==> src/rtl/rect_fill_writer.sv <==
// rect_fill_writer: fills a clipped, axis-aligned rectangle into the
// 320x240 3-bit bitmap write port, one pixel per clock in raster order.
module rect_fill_writer #(
  parameter int SCREEN_W = 320,
  parameter int SCREEN_H = 240
) (
  input  logic       clk,
  input  logic       reset,
  input  logic       start,
  output logic       ready,
  input  logic [8:0] x0,
  input  logic [7:0] y0,
  input  logic [8:0] width,
  input  logic [7:0] height,
  input  logic [2:0] fill_color,
  output logic [8:0] x,
  output logic [7:0] y,
  output logic [2:0] color,
  output logic       wr_en,
  output logic       done
);

  typedef enum logic [1:0] {
    IDLE,
    DRAW,
    DONE
  } state_t;

  localparam logic [9:0] W_LIM = 10'(SCREEN_W);
  localparam logic [8:0] H_LIM = 9'(SCREEN_H);

  state_t     state;
  state_t     state_d;

  logic [8:0] x_org;
  logic [8:0] x_org_d;
  logic [9:0] x_end;
  logic [9:0] x_end_d;
  logic [8:0] y_end;
  logic [8:0] y_end_d;

  logic [8:0] x_d;
  logic [7:0] y_d;
  logic [2:0] color_d;
  logic       wr_en_d;
  logic       done_d;

  logic [9:0] x_sum;
  logic [8:0] y_sum;
  logic [9:0] x_clip;
  logic [8:0] y_clip;
  logic       empty;

  logic [9:0] x_nxt;
  logic [8:0] y_nxt;
  logic       row_last;
  logic       last_pix;

  assign ready = (state == IDLE);

  // Clip bounds of the incoming request, kept wide so nothing wraps.
  always_comb begin
    x_sum  = {1'b0, x0} + {1'b0, width};
    y_sum  = {1'b0, y0} + {1'b0, height};
    x_clip = (x_sum < W_LIM) ? x_sum : W_LIM;
    y_clip = (y_sum < H_LIM) ? y_sum : H_LIM;
    empty  = (width == 9'd0)
           | (height == 8'd0)
           | ({1'b0, x0} >= W_LIM)
           | ({1'b0, y0} >= H_LIM);
  end

  // Raster position tests on the pixel currently being presented.
  always_comb begin
    x_nxt    = {1'b0, x} + 10'd1;
    y_nxt    = {1'b0, y} + 9'd1;
    row_last = (x_nxt == x_end);
    last_pix = row_last && (y_nxt == y_end);
  end

  // Next-state and next-output logic; the write port is registered.
  always_comb begin
    state_d = state;
    x_org_d = x_org;
    x_end_d = x_end;
    y_end_d = y_end;
    x_d     = x;
    y_d     = y;
    color_d = color;
    wr_en_d = 1'b0;
    done_d  = 1'b0;
    unique case (state)
      IDLE: begin
        if (start) begin
          color_d = fill_color;
          x_org_d = x0;
          x_end_d = x_clip;
          y_end_d = y_clip;
          if (empty) begin
            state_d = DONE;
            done_d  = 1'b1;
          end else begin
            state_d = DRAW;
            x_d     = x0;
            y_d     = y0;
            wr_en_d = 1'b1;
          end
        end
      end
      DRAW: begin
        if (last_pix) begin
          state_d = DONE;
          done_d  = 1'b1;
        end else begin
          wr_en_d = 1'b1;
          if (row_last) begin
            x_d = x_org;
            y_d = y_nxt[7:0];
          end else begin
            x_d = x_nxt[8:0];
          end
        end
      end
      DONE: begin
        state_d = IDLE;
      end
      default: begin
        state_d = IDLE;
      end
    endcase
  end

  // State register.
  always_ff @(posedge clk or posedge reset) begin
    if (reset) begin
      state <= IDLE;
    end else begin
      state <= state_d;
    end
  end

  // Request bounds and registered write port.
  always_ff @(posedge clk or posedge reset) begin
    if (reset) begin
      x_org <= '0;
      x_end <= '0;
      y_end <= '0;
      x     <= '0;
      y     <= '0;
      color <= '0;
      wr_en <= 1'b0;
      done  <= 1'b0;
    end else begin
      x_org <= x_org_d;
      x_end <= x_end_d;
      y_end <= y_end_d;
      x     <= x_d;
      y     <= y_d;
      color <= color_d;
      wr_en <= wr_en_d;
      done  <= done_d;
    end
  end

endmodule

==> config.mk <==
export PLATFORM = sky130hd
export DESIGN_NAME = rect_fill_writer
export DESIGN_NICKNAME = d
export VERILOG_FILES = /design/src/rtl/rect_fill_writer.sv
export SDC_FILE = /design/constraint.sdc
export NUM_CORES = 1
export LEC_CHECK = 0
export BUFFER_PORTS_ARGS = -buffer_cell sky130_fd_sc_hd__buf_2
export CAP_MARGIN = 40
export CORE_ASPECT_RATIO = 1.4
export CORE_MARGIN = 8
export CORE_UTILIZATION = 36
export CTS_CLUSTER_DIAMETER = 50
export DETAILED_ROUTE_END_ITERATION = 10
export HOLD_SLACK_MARGIN = 0.02
export PLACE_DENSITY = 0.62
export SETUP_SLACK_MARGIN = 0.2
export SLEW_MARGIN = 20
export SYNTH_ARGS = -nofsm -noshare
export SYNTH_HDL_FRONTEND = slang
export SYNTH_SLANG_ARGS = --single-unit
==> constraint.sdc <==
create_clock -name clk -period 6.1 [get_ports clk]
set_clock_uncertainty 0.15 [all_clocks]
set_input_delay 0.61 -clock clk [delete_from_list [all_inputs] [get_ports clk]]
set_output_delay 0.61 -clock clk [all_outputs]
set_load 0.02 [all_outputs]
# Yosys cells after proc, flatten, opt, wreduce, memory -nomap -nowiden
# Index checks and enable logic that the tools add are counted.
[totals] ff_bits=52 input_bits=40
[op_classes] muxes=24 magnitude_cmp=4 eq_ne=8 bitwise=3 add_sub_neg=4 reduce_logical=9
[op_table] cell="$mux W9" n=5
[op_table] cell="$mux W8" n=4
[op_table] cell="$pmux W9 S2" n=1
[op_table] cell="$pmux W8 S2" n=1
[op_table] cell="$add A9 B1 Y10 const B" n=1
[op_table] cell="$add A9 B9 Y10" n=1
[op_table] cell="$eq A10 B10 Y1" n=1
[op_table] cell="$lt A10 B9 Y1 const B" n=1
[op_table] cell="$mux W10" n=1
[op_table] cell="$ne A2 B2 Y1 const B" n=5
[op_table] cell="$add A8 B1 Y9 const B" n=1
[op_table] cell="$add A8 B8 Y9" n=1
[op_table] cell="$eq A9 B9 Y1" n=1
[op_table] cell="$ge A9 B9 Y1 const B" n=1
[op_table] cell="$logic_not A9 Y1" n=1
[op_table] cell="$lt A9 B8 Y1 const B" n=1
[op_table] cell="$ge A8 B8 Y1 const B" n=1
[op_table] cell="$logic_not A8 Y1" n=1
[op_table] cell="$mux W1" n=6
[op_table] cell="$mux W2" n=3
[op_table] cell="$reduce_and A5 Y1" n=1
[op_table] cell="$pmux W1 S2" n=2
[op_table] cell="$pmux W2 S2" n=1
[op_table] cell="$reduce_and A2 Y1" n=2
[op_table] cell="other kinds (6)" n=8

# Longest topological paths before layout
[logic_depth] word_depth=7 ltp_mapped=11 mapped_depth_nobuf=11

# Worst setup path before layout
# Ideal clock, no wire load.
[synth_timing] kind="register to register" from="register x[0]" to="register y[6]" setup_ns=0.082 stages_incl_launch_ff=10 synth_period_minus_slack_ns=2.907 path_slack_ns=3.193 required_ns=5.868 t_arrival_ns=2.675 path_cell_list="dfrtp_1 ha_1 nand3_1 or3_1 a32oi_1 nor4bb_1 nand3_2 or3_4 o21a_1 a31oi_1"
[synth_via] elab_chain_len=5 word_cells_on_any_way=6 classes_between="add/sub: 1; eq/ne: 3; reduce/logical: 2"
[synth_rtl] element="start: declaration" line_no="16" source="output logic [8:0] x,"
[synth_rtl] element="start signal: assignment" line_no="148" source="x <= '0;"
[synth_rtl] element="start signal: assignment" line_no="157" source="x <= x_d;"
[synth_rtl] element="$add A9 B1 Y10 *" line_no="75" source="x_nxt = {1'b0, x} + 10'd1;"
[synth_rtl] element="$eq A10 B10 Y1 *" line_no="77" source="row_last = (x_nxt == x_end);"
[synth_rtl] element="$logic_and A1 B1 Y1" line_no="78" source="last_pix = row_last && (y_nxt == y_end);"
[synth_rtl] element="$ne A2 B2 Y1 (no line)"
[synth_rtl] element="$reduce_and A5 Y1 (no line) *"
[synth_rtl] element="end signal: assignment" line_no="158" source="y <= y_d;"
[synth_rtl] element="end: declaration" line_no="17" source="output logic [7:0] y,"
# Every way passes the cells marked *; elsewhere a longest branch is shown, timed or not.
# A chain may end at the register's enable or synchronous reset.

# Worst setup path after layout
[layout_timing] from="register x[0]" to="register y[7]"
# Same word-level chain as after synthesis.

==> results by group <==
Run status
  – Status: finished clean

Floorplanning
  – Die H: 134 um
  – Core ar.: 9850 um^2
  – Boundary Pins: 63
  – Die Area: 13500 um^2
  – Row count: 43
  – DIE WIDTH: 101 um
  – Initial Utilization: 0.366

Timing
  – Unrepaired setup endpoints after global routing: no
  – Slew Limit Headroom: 0.551
  – Final TNS setup: 0 ps
  – Slew Viols, Final: 0
  – Worst slew pin tran: 674 ps
  – Final hold violation count: 0
  – Min Clock Period, post-route: 3620 ps
  – Fin crit share: 0.594
  – Fmax: 0.276 GHz
  – # setup viols final: 0
  – Hold WS: 324 ps

Power and ir drop
  – Sw frac: 0.458
  – Psw: 0.926 mW
  – LEAKAGE: 1.93 nW
  – Pwr/cell area: 482 nW/um^2
  – Tot Pwr: 2.02 mW
  – Internal power: 1.10 mW
  – Clk network pwr share: 0.147
  – Logic pwr share: 0.513
  – Reg power frac: 0.340
  – VDD IR max: 0.000149 V

Clocking
  – Cts hold-fix bufs: 0
  – Clock Sinks: 52
  – Clk_lat worst skew: 300 ps
  – Post-CTS Setup Inserts: 0
  – CTS root buffer: clkbuf_16
  – Cts repair resizes: 0
  – Clock transition at path regs: 80 ps
  – Total CTS buffers: 5
  – CTS tree: yes
  – CTS H-Tree Depth: 2
  – CTS Buffer Depth: 2

Synth
  – Synth warn: 0
  – Mean Syn Cell Area: 8.79 um^2
  – Mux share of post-synthesis cell area: 0.0115
  – Adder-Cell Fraction of Synth Area: 0.0771
  – Seq cells post-synth: 52
  – Post-synthesis sequential area ratio: 0.361
  – Main combinational cell family by area after synthesis: compound AO/OA/AOI/OAI gates
  – Synth Area in Simple Gates: 0.197
  – Distinct cells, synth: 60
  – Mapped cell area: 3600 um^2
  – Ys async rst share: 1.00
  – Synth top area share: 0.361
  – Synth Instances: 410
  – Yosys top cell by area: dfrtp_1
  – Top cells by area, synth: dfrtp_1 (36%), ha_1 (6.6%), nand2_1 (6.0%)
  – Syn nets: 471
  – Synth Area in XOR/XNOR: 0.0778
  – Post-synthesis compound-gate area fraction: 0.233
  – Primary FF master, synth: dfrtp_1
  – EDFF count, synth: 0

Critical path
  – WP data arrival: 3700 ps
  – CP Capture Type: register
  – Max FO, Critical Path: 16
  – Critical path type: reg -> reg
  – Worst setup SP type: register
  – Worst EP required: 6180 ps

Placed design
  – Port Buffers: 62
  – Cell Area, Placed: 4030 um^2
  – Placer congestion estimate: 0.905
  – Post-DP HPWL: 7930 um
  – Placed Cells incl. Taps: 592

Min path
  – Hold Path Class: reg -> reg

Final layout
  – Antenna cells: 0
  – Final instance area: 4200 um^2
  – Final non-filler cell total: 601
  – Nets: 526
  – Filler cell count: 995
  – Share of post-route cells with drive strength above 1: 0.187
  – Area Growth Syn to Fin: 16.6%
  – Seq. cell area: 1300 um^2
  – Area of the multi-input gates: 2150 um^2

Global route
  – Total global routing overflow: 0
  – Tot GR Track Use: 0.162
  – First-pass GRT wire length: 17200 um
  – Vias in the first global route: 3413
  – Largest net degree at the start of global routing: 53
  – Antenna violations before repair: 0

Routing
  – Met2 WL: 5170 um
  – Routed WL: 10400 um
  – WL per Instance: 17.3 um
  – Router iterations before antenna repair: 4
  – Via count: 3323
  – Routed Antenna Nets: 0
  – Number of remaining DRC errors: 0
  – Via/cell ratio: 5.53
  – Max Used Layer: met4
  – Met3 wire length: 582 um
  – Initial DRC Count: 160
  – M1 WL: 4170 um

Job
  – Max-cap violation count: 0
-- cells in the final DEF, fill, tap and decap left out, types with 2 or more instances in the layout --
master and instances:
o22a_1 4, a22oi_1 2, nor4bb_1 2, a22o_1 5, and2_1 3, o21bai_1 2
nor2b_1 6, buf_2 63, fa_1 2, a21boi_0 3, o31ai_1 7, a21oi_1 29
nor3_1 5, or3_1 2, inv_1 16, and4_1 4, mux2i_1 3, nor4_1 3
buf_4 4, xor2_1 14, ha_1 19, or2_2 2, a32o_1 7, a21o_1 7
o32a_1 2, o21ai_0 20, a211oi_1 2, a31oi_1 5, nand3_1 13, clkbuf_16 5
xnor2_1 18, and3_1 5, nand4_1 6, dfrtp_1 52, nor2_1 22, nand2b_1 6
o211ai_1 2, nand2_1 58, o21a_1 6, o22ai_1 5
-- critical path, cell delays in order, from the launching register on --
cell and delay [ps]:
dfrtp_1 440, ha_1 300, nand3_1 180, or3_1 380
a32oi_1 180, nor4bb_1 460, nand3_2 360, o31ai_1 630
buf_2 280, a21oi_1 80, a21oi_1 120
-- routing by layer --
metal  track usage  vias to the layer above
met2         0.274                       94
met3        0.0316                       32
li1              -                     1602
met1         0.182                     1595
met4        0.0979                        0
met5             0                        -
-- layout make-up --
| type | count | area share |
|---|---|---|
| Clock buffer | 5 | 0.0298 |
| Timing Repair Buffer | 68 | 0.0858 |
| Inverter | 17 | 0.0152 |
| Clock inverter | 3 | 0.00655 |
| Sequential cell | 52 | 0.310 |
| Tap cell | 135 | 0.0402 |
| Multi-Input combinational cell | 321 | 0.513 |
-- synth_stat cells, drive strengths merged, types with 3 or more instances --
library cell and n:
a32o 7, o21ai 20, nor3 5, nor4 4, o22ai 5, o22a 4
nand4 6, nand3 14, and2 3, xor2 14, nand2b 6, a21boi 3
and4 4, a21oi 29, or3 3, nand2 59, ha 19, and3 5
inv 17, clkbuf 11, nor2b 6, nor2 22, dfrtp 52, mux2i 3
o21a 6, a31oi 5, o31ai 7, a21o 7, a22o 5, xnor2 18
buf 9
-- final timing paths --
kind	from	to	slack [ps]	depth (start not counted)
worst max register to register	x[0]$_DFFE_PP0P_	y[7]$_DFFE_PP0P_	2480	10
worst min-delay path	color[1]$_DFFE_PP0P_	color[1]$_DFFE_PP0P_	320	2
worst max-delay path	x[0]$_DFFE_PP0P_	y[7]$_DFFE_PP0P_	2480	10
max in group asynchronous	reset	y[1]$_DFFE_PP0P_	5010	3
min in group asynchronous	reset	color[1]$_DFFE_PP0P_	330	3
worst min register to register	color[1]$_DFFE_PP0P_	color[1]$_DFFE_PP0P_	320	2
-- registers in the layout, summed over array words and instances, names as in the netlist, 2 cells and up --
name,flops
x_end,10
y,8
x_org,9
y_end,9
x,9
state,2
color,3
-- power by group through the flow --
stage / combinational (mW) / clock [mW] / sequential, mW
floorplan: 0.734 / 0 / 0.703
global placement: 1.02 / 0 / 0.687
detailed placement: 1.04 / 0 / 0.694
CTS: 1.04 / 0.303 / 0.686
global route: 1.16 / 0.315 / 0.715
finish: 1.04 / 0.297 / 0.689
-- cells by family after synthesis --
kind of cell    count (synthesis)
buf+inv                        37
xor+xnor                       32
compound gates                120
flops                          52
mux                             4
simple gates                  144
fa+ha+maj                      21
-- stage by stage --
stage           util  setup slack (ps)
6_report       0.427              2480
5_1_grt        0.427              2210
4_1_cts        0.425              2490
3_5_place_dp   0.410              2520
3_3_place_gp   0.409              2310
2_1_floorplan      -              3190
(Power assumes the default switching activity.)
